## src/rtl/serial_adder.sv

```systemverilog
// Bit-serial adder controller driving an external demux-based full adder, one bit per clock, LSB first.
// Optional macro SERIAL_ADDER_SUB_EN adds a `sub` input for two's-complement subtraction.
module serial_adder #(
    parameter int unsigned WIDTH = 8
) (
    input  logic             clk,
    input  logic             rst,
    input  logic             start,
    input  logic [WIDTH-1:0] op_a,
    input  logic [WIDTH-1:0] op_b,
    input  logic             cin,
`ifdef SERIAL_ADDER_SUB_EN
    input  logic             sub,
`endif
    output logic             busy,
    output logic             done,
    output logic [WIDTH-1:0] result,
    output logic             cout,
    output logic             fa_en,
    output logic             fa_x,
    output logic             fa_y,
    output logic             fa_ci,
    input  logic             fa_sum,
    input  logic             fa_carry
);

    localparam int unsigned CW = (WIDTH > 1) ? $clog2(WIDTH) : 1;
    localparam logic [CW-1:0] LAST = CW'(WIDTH - 1);

    typedef enum logic [1:0] {
        IDLE  = 2'd0,
        SHIFT = 2'd1,
        DONE  = 2'd2
    } state_t;

    state_t           r_state;
    logic [WIDTH-1:0] r_a_sh;
    logic [WIDTH-1:0] r_b_sh;
    logic [WIDTH-2:0] r_s_sh;
    logic             r_c;
    logic [CW-1:0]    r_cnt;
    logic [WIDTH-1:0] r_result;
    logic             r_cout;
    logic             r_done;

    logic             w_shift;
    logic [WIDTH-1:0] w_b_load;
    logic             w_c_load;
    logic [WIDTH-1:0] w_sum_cat;

    always_comb begin
        w_b_load = op_b;
        w_c_load = cin;
`ifdef SERIAL_ADDER_SUB_EN
        if (sub) begin
            w_b_load = ~op_b;
            w_c_load = 1'b1;
        end
`endif
    end

    // The lowest sum bit is always shifted out before it is read, so only WIDTH-1 bits are stored.
    always_comb begin
        w_sum_cat = {fa_sum, r_s_sh};
    end

    always_ff @(posedge clk) begin
        if (rst) begin
            r_state  <= IDLE;
            r_a_sh   <= '0;
            r_b_sh   <= '0;
            r_s_sh   <= '0;
            r_c      <= 1'b0;
            r_cnt    <= '0;
            r_result <= '0;
            r_cout   <= 1'b0;
            r_done   <= 1'b0;
        end else begin
            case (r_state)
                IDLE: begin
                    r_done <= 1'b0;
                    if (start) begin
                        r_a_sh  <= op_a;
                        r_b_sh  <= w_b_load;
                        r_c     <= w_c_load;
                        r_cnt   <= '0;
                        r_state <= SHIFT;
                    end
                end
                SHIFT: begin
                    r_s_sh <= w_sum_cat[WIDTH-1:1];
                    r_a_sh <= {1'b0, r_a_sh[WIDTH-1:1]};
                    r_b_sh <= {1'b0, r_b_sh[WIDTH-1:1]};
                    r_c    <= fa_carry;
                    if (r_cnt == LAST) begin
                        r_cnt    <= '0;
                        r_result <= w_sum_cat;
                        r_cout   <= fa_carry;
                        r_done   <= 1'b1;
                        r_state  <= DONE;
                    end else begin
                        r_cnt <= r_cnt + 1'b1;
                    end
                end
                DONE: begin
                    r_done  <= 1'b0;
                    r_state <= IDLE;
                end
                default: begin
                    r_done  <= 1'b0;
                    r_state <= IDLE;
                end
            endcase
        end
    end

    always_comb begin
        w_shift = (r_state == SHIFT);
        busy    = w_shift;
        done    = r_done;
        result  = r_result;
        cout    = r_cout;
        fa_en   = w_shift;
        fa_x    = w_shift & r_a_sh[0];
        fa_y    = w_shift & r_b_sh[0];
        fa_ci   = w_shift & r_c;
    end

endmodule

```

## config.mk

```make
export PLATFORM = sky130hd
export DESIGN_NAME = serial_adder
export DESIGN_NICKNAME = d
export VERILOG_FILES = /design/src/rtl/serial_adder.sv
export SDC_FILE = /design/constraint.sdc
export NUM_CORES = 1
export LEC_CHECK = 0
export CORE_ASPECT_RATIO = 1.75
export CORE_MARGIN = 2
export CORE_UTILIZATION = 50
export CTS_CLUSTER_SIZE = 16
export DETAILED_ROUTE_END_ITERATION = 7
export GPL_TIMING_DRIVEN = 1
export PLACE_DENSITY = 0.8
export REMOVE_ABC_BUFFERS = 1
export SKIP_CTS_REPAIR_TIMING = 1
export SLEW_MARGIN = 20
export SYNTH_ARGS = -nofsm -noshare
export SYNTH_HDL_FRONTEND = slang
export SYNTH_SLANG_ARGS = --single-unit
```

## constraint.sdc

```tcl
create_clock -name clk -period 3.3 [get_ports clk]
set_clock_uncertainty 0.15 [all_clocks]
set_input_delay 0.33 -clock clk [delete_from_list [all_inputs] [get_ports clk]]
set_output_delay 0.33 -clock clk [all_outputs]
set_load 0.05 [all_outputs]
```

==> results of run 1 <==
[worst max-delay path: stages, from the launching register on]
cell,delay [ns]
dfxtp_1,0.31
buf_4,0.29
nand2b_1,0.29
inv_2,0.30
and2_1,0.17
buf_4,0.19
[per-layer routing]
layer,GRT usage [%],up-vias
met5,0,-
met4,8.61,0
met3,5.75,6
met2,34.3,32
met1,17.4,594
li1,-,660
[sequential cells by signal, summed over array words and instances (netlist names)]
signal,cells
r_a_sh,8
r_b_sh,8
r_state,2
result,8
done,1
cout,1
r_c,1
r_cnt,3
r_s_sh,7
[how the worst min path moves through the flow]
stage | endpoint | depth (start not counted)
6_report | result[6]$_SDFFE_PP0P_ | 2
3_5_place_dp | result[6]$_SDFFE_PP0P_ | 2
5_1_grt | result[6]$_SDFFE_PP0P_ | 2
4_1_cts | result[6]$_SDFFE_PP0P_ | 2
3_3_place_gp | result[4]$_SDFFE_PP0P_ | 2
2_1_floorplan | cout$_SDFFE_PP0P_ | 1
[cell usage in the layout, fill, tap and decap left out, types with 5 or more instances in the layout]
cell type | Yosys | final
a21oi_1 | 16 | 16
buf_4 | 4 | 7
mux2i_1 | 16 | 16
a211oi_1 | 15 | 15
nand2_1 | 32 | 32
nor2_1 | 22 | 22
dfxtp_1 | 39 | 39
clkbuf_8 | 0 | 5
a22oi_1 | 5 | 5
clkdlybuf4s50_1 | 0 | 31
[cell usage after synthesis, types with 2 or more instances]
| library cell | instances | area [sq um] |
|---|---|---|
| mux2i_1 | 16 | 160 |
| nor2_1 | 22 | 82.6 |
| clkbuf_1 | 2 | 7.51 |
| buf_2 | 3 | 15.0 |
| and2_1 | 3 | 18.8 |
| a211oi_1 | 15 | 113 |
| dfxtp_1 | 39 | 781 |
| buf_4 | 4 | 30.0 |
| a21oi_1 | 16 | 80.1 |
| a22oi_1 | 5 | 37.5 |
| ha_1 | 3 | 37.5 |
| nand2_1 | 32 | 120 |
| nor3_1 | 3 | 15.0 |
[final cells by class]
type | count | area [sq um] | area share (%)
Clock inverter | 3 | 67.6 | 3.29
Multi-Input combinational cell | 121 | 712 | 34.7
Inverter | 2 | 7.51 | 0.366
Tap cell | 43 | 53.8 | 2.62
Sequential cell | 39 | 781 | 38.0
Timing Repair Buffer | 38 | 363 | 17.7
Clock buffer | 5 | 68.8 | 3.35
[where the power goes]
part	internal (uW)	switching (uW)	leakage, uW
registers	491	10.7	0.000319
logic	54.7	61.8	0.000396
clock network	301	169	0.0000644
[stage by stage]
stage          util [%]  cells  setup WS, ns  total power [uW]
6_report           66.1    251         0.977              1090
5_1_grt            66.1    251         0.819              1130
4_1_cts            66.1    251         0.945              1100
3_5_place_dp       61.7    243          1.27               630
3_3_place_gp       61.7    243          1.35               624
2_1_floorplan         -    162         0.564               577
[cell families after synthesis]
group                    Yosys count  synth area share (%)
AND/OR/NAND/NOR                   64                  16.7
flip-flops                        39                  49.0
AO/OA/AOI/OAI                     38                  15.6
multiplexers                      16                  10.1
buffers and inverters             15                  6.28
adder cells (fa/ha/maj)            3                  2.36
==> flow_metrics.env, run 1 <==
export IMPL_hold_start="result[6]$_SDFFE_PP0P_"
export IMPL_cts_buffers=5
export IMPL_hpwl_mm=2.27
export IMPL_n_antenna_cell=0
export IMPL_die_y_um=78.7
export IMPL_crit_type="flip-flop to primary output"
export IMPL_period_share_pct=70.4
export IMPL_grt_pass1_wl_mm=5.02
export IMPL_drcViolationCount=0
export IMPL_leakage_uw=0.000779
export IMPL_gr_total_overflow=0
export IMPL_hold_class="flip-flop to flip-flop"
export IMPL_clk_pin_slew_worst_paths_ns=0.08
export IMPL_status="finished, final reports clean"
export IMPL_timing_hold_ws_ns=0.306
export IMPL_endpoint_kind="primary output"
export IMPL_syn_to_final_growth_pct=28.9
export IMPL_hold_viol_final=0
export IMPL_num_rows=27
export IMPL_cts_htree_levels=2
export IMPL_wl_met2_mm=1.76
export IMPL_peakVddDrop_mv=0.429
export IMPL_yosysSeqAreaShare_pct=49.0
export IMPL_worstSetupStartpointType="flip-flop"
export IMPL_antenna_found_initial=0
export IMPL_antenna_left=0
export IMPL_required_ns=2.82
export IMPL_crit_end="fa_y"
export IMPL_synth_cells=175
export IMPL_cap_viol_max_count=0
export IMPL_grt_usage_pct=18.7
export IMPL_routed_wl_mm=3.07
export IMPL_clkLatencyLatePin_ns=0.29
export IMPL_synth_seq_cells=39
export IMPL_dieArea_sq_mm=0.00367
export IMPL_die_w_um=46.7
export IMPL_drt_initial_drc_count=26
export IMPL_synth_enable_flop_cells=0
export IMPL_synth_ff_type="dfxtp_1"
export IMPL_r2r_start="r_state[0]$_SDFFE_PP0P_"
export IMPL_regToRegSetupSlack_ns=1.54
export IMPL_cts_buffer_depth=2
export IMPL_drive_above_1_share_pct=8.17
export IMPL_wl_per_cell_um=12.2
export IMPL_core_area_sq_mm=0.00311
export IMPL_worstMarginPinSlew_ns=0.561
export IMPL_cp_arrival_ns=1.84
export IMPL_p_per_area_mw_per_mm2=530
export IMPL_ios=37
export IMPL_dr_pass1_iters=4
export IMPL_via_count=1292
export IMPL_rsz0062_at_grt="no"
export IMPL_clockRootBuffer="clkbuf_8"
export IMPL_reg2regPathDepth=4
export IMPL_fin_area_sq_mm=0.00205
export IMPL_nNetsFinal=232
export IMPL_slew_violations=0
export IMPL_cts_tree="done"
export IMPL_post_dp_cell_area_sq_mm=0.00192
export IMPL_met3WireLength_um=153
export IMPL_ys_types=25
export IMPL_reg2reg_to="r_a_sh[6]$_SDFFE_PP0P_"
export IMPL_worstPathMaxFanout=22
export IMPL_setup_viol=0
export IMPL_synth_async_reset_ratio_pct=0
export IMPL_grt_max_degree=40
export IMPL_worstSetupStartpoint="r_state[0]$_SDFFE_PP0P_"
export IMPL_syn_area_sq_mm=0.00159
export IMPL_max_clock_freq_ghz=0.431
export IMPL_via_per_inst=5.15
export IMPL_initial_core_util_pct=51.2
export IMPL_grt_pass1_vias=1274
export IMPL_ys_warnings_count=0
export IMPL_gp_congestion=0.794
export IMPL_top_layer="met4"
export IMPL_nFillCells=277
export IMPL_wl_met1_mm=1.11
export IMPL_cts_sinks=39
export IMPL_slew_headroom_pct=62.6
export IMPL_period_minus_slack_ns=2.32
export IMPL_finalSetupTns_ns=0
export IMPL_io_buffers=36
export IMPL_avgSynthCellArea_sq_um=9.10
No activity file was read; power rests on OpenSTA's default activity.
==> run 2: changes to the inputs <==
--- a/config.mk
+++ b/config.mk
@@ -7,11 +7,11 @@
 export LEC_CHECK = 0
 export CORE_ASPECT_RATIO = 1.75
 export CORE_MARGIN = 2
-export CORE_UTILIZATION = 50
+export CORE_UTILIZATION = 44
 export CTS_CLUSTER_SIZE = 16
 export DETAILED_ROUTE_END_ITERATION = 7
 export GPL_TIMING_DRIVEN = 1
-export PLACE_DENSITY = 0.8
+export PLACE_DENSITY = 0.75
 export REMOVE_ABC_BUFFERS = 1
 export SKIP_CTS_REPAIR_TIMING = 1
 export SLEW_MARGIN = 20
==> constraint.sdc (replaced) <==
create_clock -name clk -period 1.9 [get_ports clk]
set_clock_uncertainty 0.15 [all_clocks]
set_input_delay 0.19 -clock clk [delete_from_list [all_inputs] [get_ports clk]]
set_output_delay 0.19 -clock clk [all_outputs]
set_load 0.05 [all_outputs]
==> run 2 against run 1 <==
  * Worst setup slack got worse by 0.87 ns
  * Sequential cell count unchanged
  * Critical path depth decreased by 4
  * Largest power group unchanged
  * Critical endpoint is now done
  * Wire length increased by 3.4%
==> flow_metrics.env, run 2 (synthesis results as in run 1) <==
export IMPL_path_cells="clkdlybuf4s50_1"
export IMPL_slowest_stage="clkdlybuf4s50_1"
export IMPL_fin_util_pct=61.3
export IMPL_n_antenna_cell=0
export IMPL_die_y_um=83.6
export IMPL_crit_type="flip-flop to primary output"
export IMPL_status="finished, final reports clean"
export IMPL_period_share_pct=94.1
export IMPL_grt_pass1_wl_mm=5.38
export IMPL_setup_viol=0
export IMPL_period_minus_slack_ns=1.79
export IMPL_cap_viol_max_count=0
export IMPL_antenna_found_initial=0
export IMPL_grt_max_degree=40
export IMPL_dieArea_sq_mm=0.00414
export IMPL_cts_buffers=5
export IMPL_grt_usage_pct=16.7
export IMPL_hold_class="flip-flop to flip-flop"
export IMPL_p_per_area_mw_per_mm2=779
export IMPL_drcViolationCount=0
export IMPL_peakVddDrop_mv=0.573
export IMPL_antenna_left=0
export IMPL_rsz0062_at_grt="no"
export IMPL_nNetsFinal=235
export IMPL_reg2regPathDepth=5
export IMPL_worstMarginPinSlew_ns=0.505
export IMPL_detailedPlace_worstSlack_ns=0.312
export IMPL_slew_headroom_pct=66.2
export IMPL_regToRegSetupSlack_ns=0.35
export IMPL_nFillCells=320
export IMPL_max_clock_freq_ghz=0.559
export IMPL_cp_num_cells=1
export IMPL_ff_latch_area_sq_um=781
export IMPL_slew_violations=0
export IMPL_leakage_uw=0.000799
export IMPL_cts_sinks=39
export IMPL_clockRootBuffer="clkbuf_8"
export IMPL_cts_htree_levels=2
export IMPL_cp_arrival_ns=1.45
export IMPL_worstSetupStartpointType="flip-flop"
export IMPL_finalPower_uw=1640
export IMPL_via_per_inst=5.09
export IMPL_whs_path_depth=2
export IMPL_r2r_start="r_cnt[0]$_SDFFE_PP0P_"
export IMPL_io_buffers=36
export IMPL_cts_buffer_depth=2
export IMPL_hold_start="result[3]$_SDFFE_PP0P_"
export IMPL_max_stage_delay_ns=0.81
export IMPL_hold_path_end="result[3]$_SDFFE_PP0P_"
export IMPL_multiInputGateArea_sq_um=712
export IMPL_initial_core_util_pct=46.4
export IMPL_core_area_sq_mm=0.00343
export IMPL_clk_pin_slew_worst_paths_ns=0.08
export IMPL_drive_above_1_share_pct=9.48
export IMPL_dr_pass1_iters=4
export IMPL_die_w_um=49.5
export IMPL_syn_to_final_growth_pct=32.1
export IMPL_finalSetupTns_ns=0
export IMPL_drt_initial_drc_count=22
export IMPL_worstPathMaxFanout=2
export IMPL_hpwl_mm=2.33
export IMPL_routed_wl_mm=3.18
export IMPL_worstSetupStartpoint="done$_SDFFE_PP0N_"
export IMPL_via_count=1303
export IMPL_cts_tree="done"
export IMPL_endpoint_kind="primary output"
export IMPL_required_ns=1.56
export IMPL_clkLatencyLatePin_ns=0.29
export IMPL_layout_common_cells="dfxtp_1 (39), nand2_1 (32), clkdlybuf4s50_1 (31), nor2_1 (22)"
export IMPL_ios=37
export IMPL_gp_congestion=0.721
export IMPL_layout_commonest_cell="dfxtp_1"
export IMPL_timing_critical_path_buf_inv=1
export IMPL_reg2reg_to="result[6]$_SDFFE_PP0P_"
export IMPL_hold_viol_final=0
export IMPL_grt_pass1_vias=1254
export IMPL_finalNonFillerCells=256
export IMPL_cp_top_family="buffers and inverters"
export IMPL_gr_total_overflow=0
export IMPL_placed_cells=248
export IMPL_num_rows=28
export IMPL_fin_ws_ns=0.112
export IMPL_wl_per_cell_um=12.4
==> run 2: changes by cell type in the layout (fill, tap and decap cells not counted), sizes merged <==
cell      previous run  this run
buf                  7        10
clkinvlp             1         0
clkinv               0         3
bufinv               2         0
==> run 2: layer usage <==
layer | vias up | part of all wire (%) | track usage, %
li1 | 667 | - | -
met1 | 596 | 39 | 17.0
met2 | 35 | 54 | 30.5
met3 | 5 | 5.5 | 5.20
met4 | 0 | 1.9 | 7.32
met5 | - | 0 | 0
==> run 2: per-stage QoR <==
| step | instance area [sq um] | hold WS (ns) |
|---|---|---|
| 5_1_grt | 2100 | 0.323 |
| 3_3_place_gp | 2020 | 0.290 |
| 4_1_cts | 2100 | 0.307 |
| 3_5_place_dp | 2020 | 0.297 |
| 6_report | 2100 | 0.305 |
| 2_1_floorplan | 1500 | 0.109 |
==> run 2: layout make-up <==
cell class	count	share of cell area (%)
clock inverters	3	0.714
inverters	2	0.476
repair buffers	41	21.9
flip-flops and latches	39	37.1
clock buffers	5	3.27
well taps	45	2.68
multi-input cells	121	33.8
==> run 2: worst max-delay path by stage <==
stage                                         to  slack, ns
final                                       done       0.11
after floorplan                            fa_ci      -0.70
after global placement    r_b_sh[5]$_SDFFE_PP0P_       0.36
after global routing                   result[0]       0.07
after detailed placement  r_a_sh[4]$_SDFFE_PP0P_       0.31
after CTS                                  fa_ci       0.07
==> run 2: worst reg2reg max path: stages, from the launching register on <==
cell	delay (ns)
dfxtp_1	0.36
ha_1	0.19
ha_1	0.19
and3b_1	0.36
nand2_1	0.10
a21oi_1	0.13
==> run 2: where the power goes <==
| part | internal, uW | switching (uW) |
|---|---|---|
| clock network | 251 | 284 |
| registers | 853 | 19.3 |
| logic | 119 | 113 |
| total | 1220 | 416 |
==> run 3: changes to the inputs <==
==> constraint.sdc (replaced) <==
create_clock -name clk -period 1.9 [get_ports clk]
set_clock_uncertainty 0.15 [all_clocks]
set_input_delay 0.38 -clock clk [delete_from_list [all_inputs] [get_ports clk]]
set_output_delay 0.38 -clock clk [all_outputs]
set_load 0.05 [all_outputs]
==> run 3 against run 2 <==
  * Non-clock buffer count rose by 2
  * Cell area barely moved
  * Power fell by 0.44%
  * Sequential share of layout area barely moved
  * Critical endpoint is now fa_ci
  * Largest cell class unchanged
  * Highest routed layer unchanged
==> flow_metrics.env, run 3 (synthesis results as in run 1) <==
export IMPL_status="finished, final reports clean"
export IMPL_fin_ws_ns=0.0821
export IMPL_nFillCells=324
export IMPL_reg2regPathDepth=5
export IMPL_hold_viol_final=0
export IMPL_seq_power_share_pct=53.4
export IMPL_detailedPlace_worstSlack_ns=0.119
export IMPL_grt_usage_pct=15.3
export IMPL_cts_buffers=5
export IMPL_layout_commonest_cell="dfxtp_1"
export IMPL_worstSetupStartpointType="flip-flop"
export IMPL_crit_type="flip-flop to primary output"
export IMPL_cts_tree="done"
export IMPL_period_share_pct=95.7
export IMPL_io_buffers=36
export IMPL_hold_path_end="result[5]$_SDFFE_PP0P_"
export IMPL_antenna_found_initial=0
export IMPL_p_per_area_mw_per_mm2=775
export IMPL_num_rows=28
export IMPL_worstPathMaxFanout=9
export IMPL_max_clock_freq_ghz=0.550
export IMPL_via_count=1282
export IMPL_clockRootBuffer="clkbuf_8"
export IMPL_antenna_left=0
export IMPL_whs_path_depth=2
export IMPL_drcViolationCount=0
export IMPL_hold_start="result[5]$_SDFFE_PP0P_"
export IMPL_leakage_uw=0.000829
export IMPL_clk_pin_slew_worst_paths_ns=0.07
export IMPL_drt_initial_drc_count=16
export IMPL_rsz0062_at_grt="no"
export IMPL_gr_total_overflow=0
export IMPL_nNetsFinal=237
export IMPL_dr_pass1_iters=4
export IMPL_cts_htree_levels=2
export IMPL_finalPower_uw=1630
export IMPL_layout_common_cells="dfxtp_1 (38), nand2_1 (32), nor2_1 (22), clkdlybuf4s50_1 (21)"
export IMPL_period_minus_slack_ns=1.82
export IMPL_clkPwrFrac_pct=31.9
export IMPL_via_per_inst=4.97
export IMPL_grt_pass1_vias=1141
export IMPL_slew_violations=0
export IMPL_die_y_um=83.6
export IMPL_ios=37
export IMPL_die_w_um=49.5
export IMPL_gp_congestion=0.736
export IMPL_cts_buffer_depth=2
export IMPL_cap_viol_max_count=0
export IMPL_regToRegSetupSlack_ns=0.34
export IMPL_grt_pass1_wl_mm=4.93
export IMPL_slew_headroom_pct=74.7
export IMPL_dieArea_sq_mm=0.00414
export IMPL_syn_to_final_growth_pct=32.1
export IMPL_busiest_layer="met2"
export IMPL_n_antenna_cell=0
export IMPL_required_ns=1.37
export IMPL_drive_above_1_share_pct=14.6
export IMPL_hpwl_mm=2.28
export IMPL_grt_max_degree=40
export IMPL_swShare_pct=24.3
export IMPL_use_met1_pct=15.6
export IMPL_clkLatencyLatePin_ns=0.28
export IMPL_r2r_start="r_state[0]$_SDFFE_PP0P_"
export IMPL_wl_per_cell_um=11.9
export IMPL_reg2reg_to="r_a_sh[6]$_SDFFE_PP0P_"
export IMPL_cts_sinks=39
export IMPL_routed_wl_mm=3.06
export IMPL_grt_use_met3_pct=3.76
export IMPL_cp_arrival_ns=1.29
export IMPL_worstMarginPinSlew_ns=0.379
export IMPL_initial_core_util_pct=46.4
export IMPL_hold_class="flip-flop to flip-flop"
export IMPL_core_area_sq_mm=0.00343
export IMPL_internal_power_uw=1240
export IMPL_p_comb_share_pct=14.6
export IMPL_grtUsageMet2_pct=28.0
export IMPL_setup_viol=0
export IMPL_endpoint_kind="primary output"
export IMPL_p_sw_uw=396
export IMPL_peakVddDrop_mv=0.454
-- run 3: cell types whose count changed in the layout (fill, tap and decap cells not counted), sizes merged --
cell	before	now
clkdlybuf4s50	31	21
clkbuf	5	7
buf	10	22
clkinv	3	1
-- run 3: power by group through the flow --
stage,clock [uW],sequential [uW],combinational [uW]
floorplan,0,895,106
global placement,0,889,228
detailed placement,0,891,235
CTS,543,872,236
global route,575,876,258
finish,521,872,239
-- run 3: critical path, cell delays in order, from the launching register on --
cell      delay [ns]
dfxtp_2         0.35
nand2b_1        0.19
inv_4           0.12
and2_1          0.20
buf_12          0.15
-- run 3: cell type report --
type                            instances  area [sq um]  area share, %
Clock buffer                            7          76.3           3.63
Clock inverter                          1          5.00          0.238
Inverter                                2          10.0          0.476
Multi-Input combinational cell        121           712           33.8
Sequential cell                        39           782           37.2
Tap cell                               45          56.3           2.68
Timing Repair Buffer                   43           463           22.0
-- run 3: worst max path at each step --
stage,slack (ns),cells past startpoint,from,end
floorplan,-0.89,3,r_state[0]$_SDFFE_PP0P_,fa_ci
global placement,0.18,5,start,r_a_sh[5]$_SDFFE_PP0P_
detailed placement,0.12,5,start,r_a_sh[6]$_SDFFE_PP0P_
CTS,-0.06,4,r_state[1]$_SDFFE_PP0P_,fa_ci
global route,0.008,4,r_state[1]$_SDFFE_PP0P_,fa_ci
finish,0.08,4,r_state[1]$_SDFFE_PP0P_,fa_ci
-- run 3: through the flow --
stage | TNS [ns] | hold WS [ns] | std cells | util, % | area, sq um
5_1_grt | 0 | 0.332 | 258 | 61.3 | 2100
3_3_place_gp | 0 | 0.292 | 248 | 58.4 | 2000
2_1_floorplan | -6.21 | 0.276 | 162 | - | 1500
4_1_cts | -0.109 | 0.310 | 256 | 60.8 | 2090
6_report | 0 | 0.306 | 258 | 61.3 | 2100
3_5_place_dp | 0 | 0.300 | 248 | 58.4 | 2000
-- run 3: per-layer routing --
metal	part of all wire, %	vias up
li1	-	675
met1	40	571
met2	53	31
met3	4.6	5
met4	2.1	0
met5	0	-
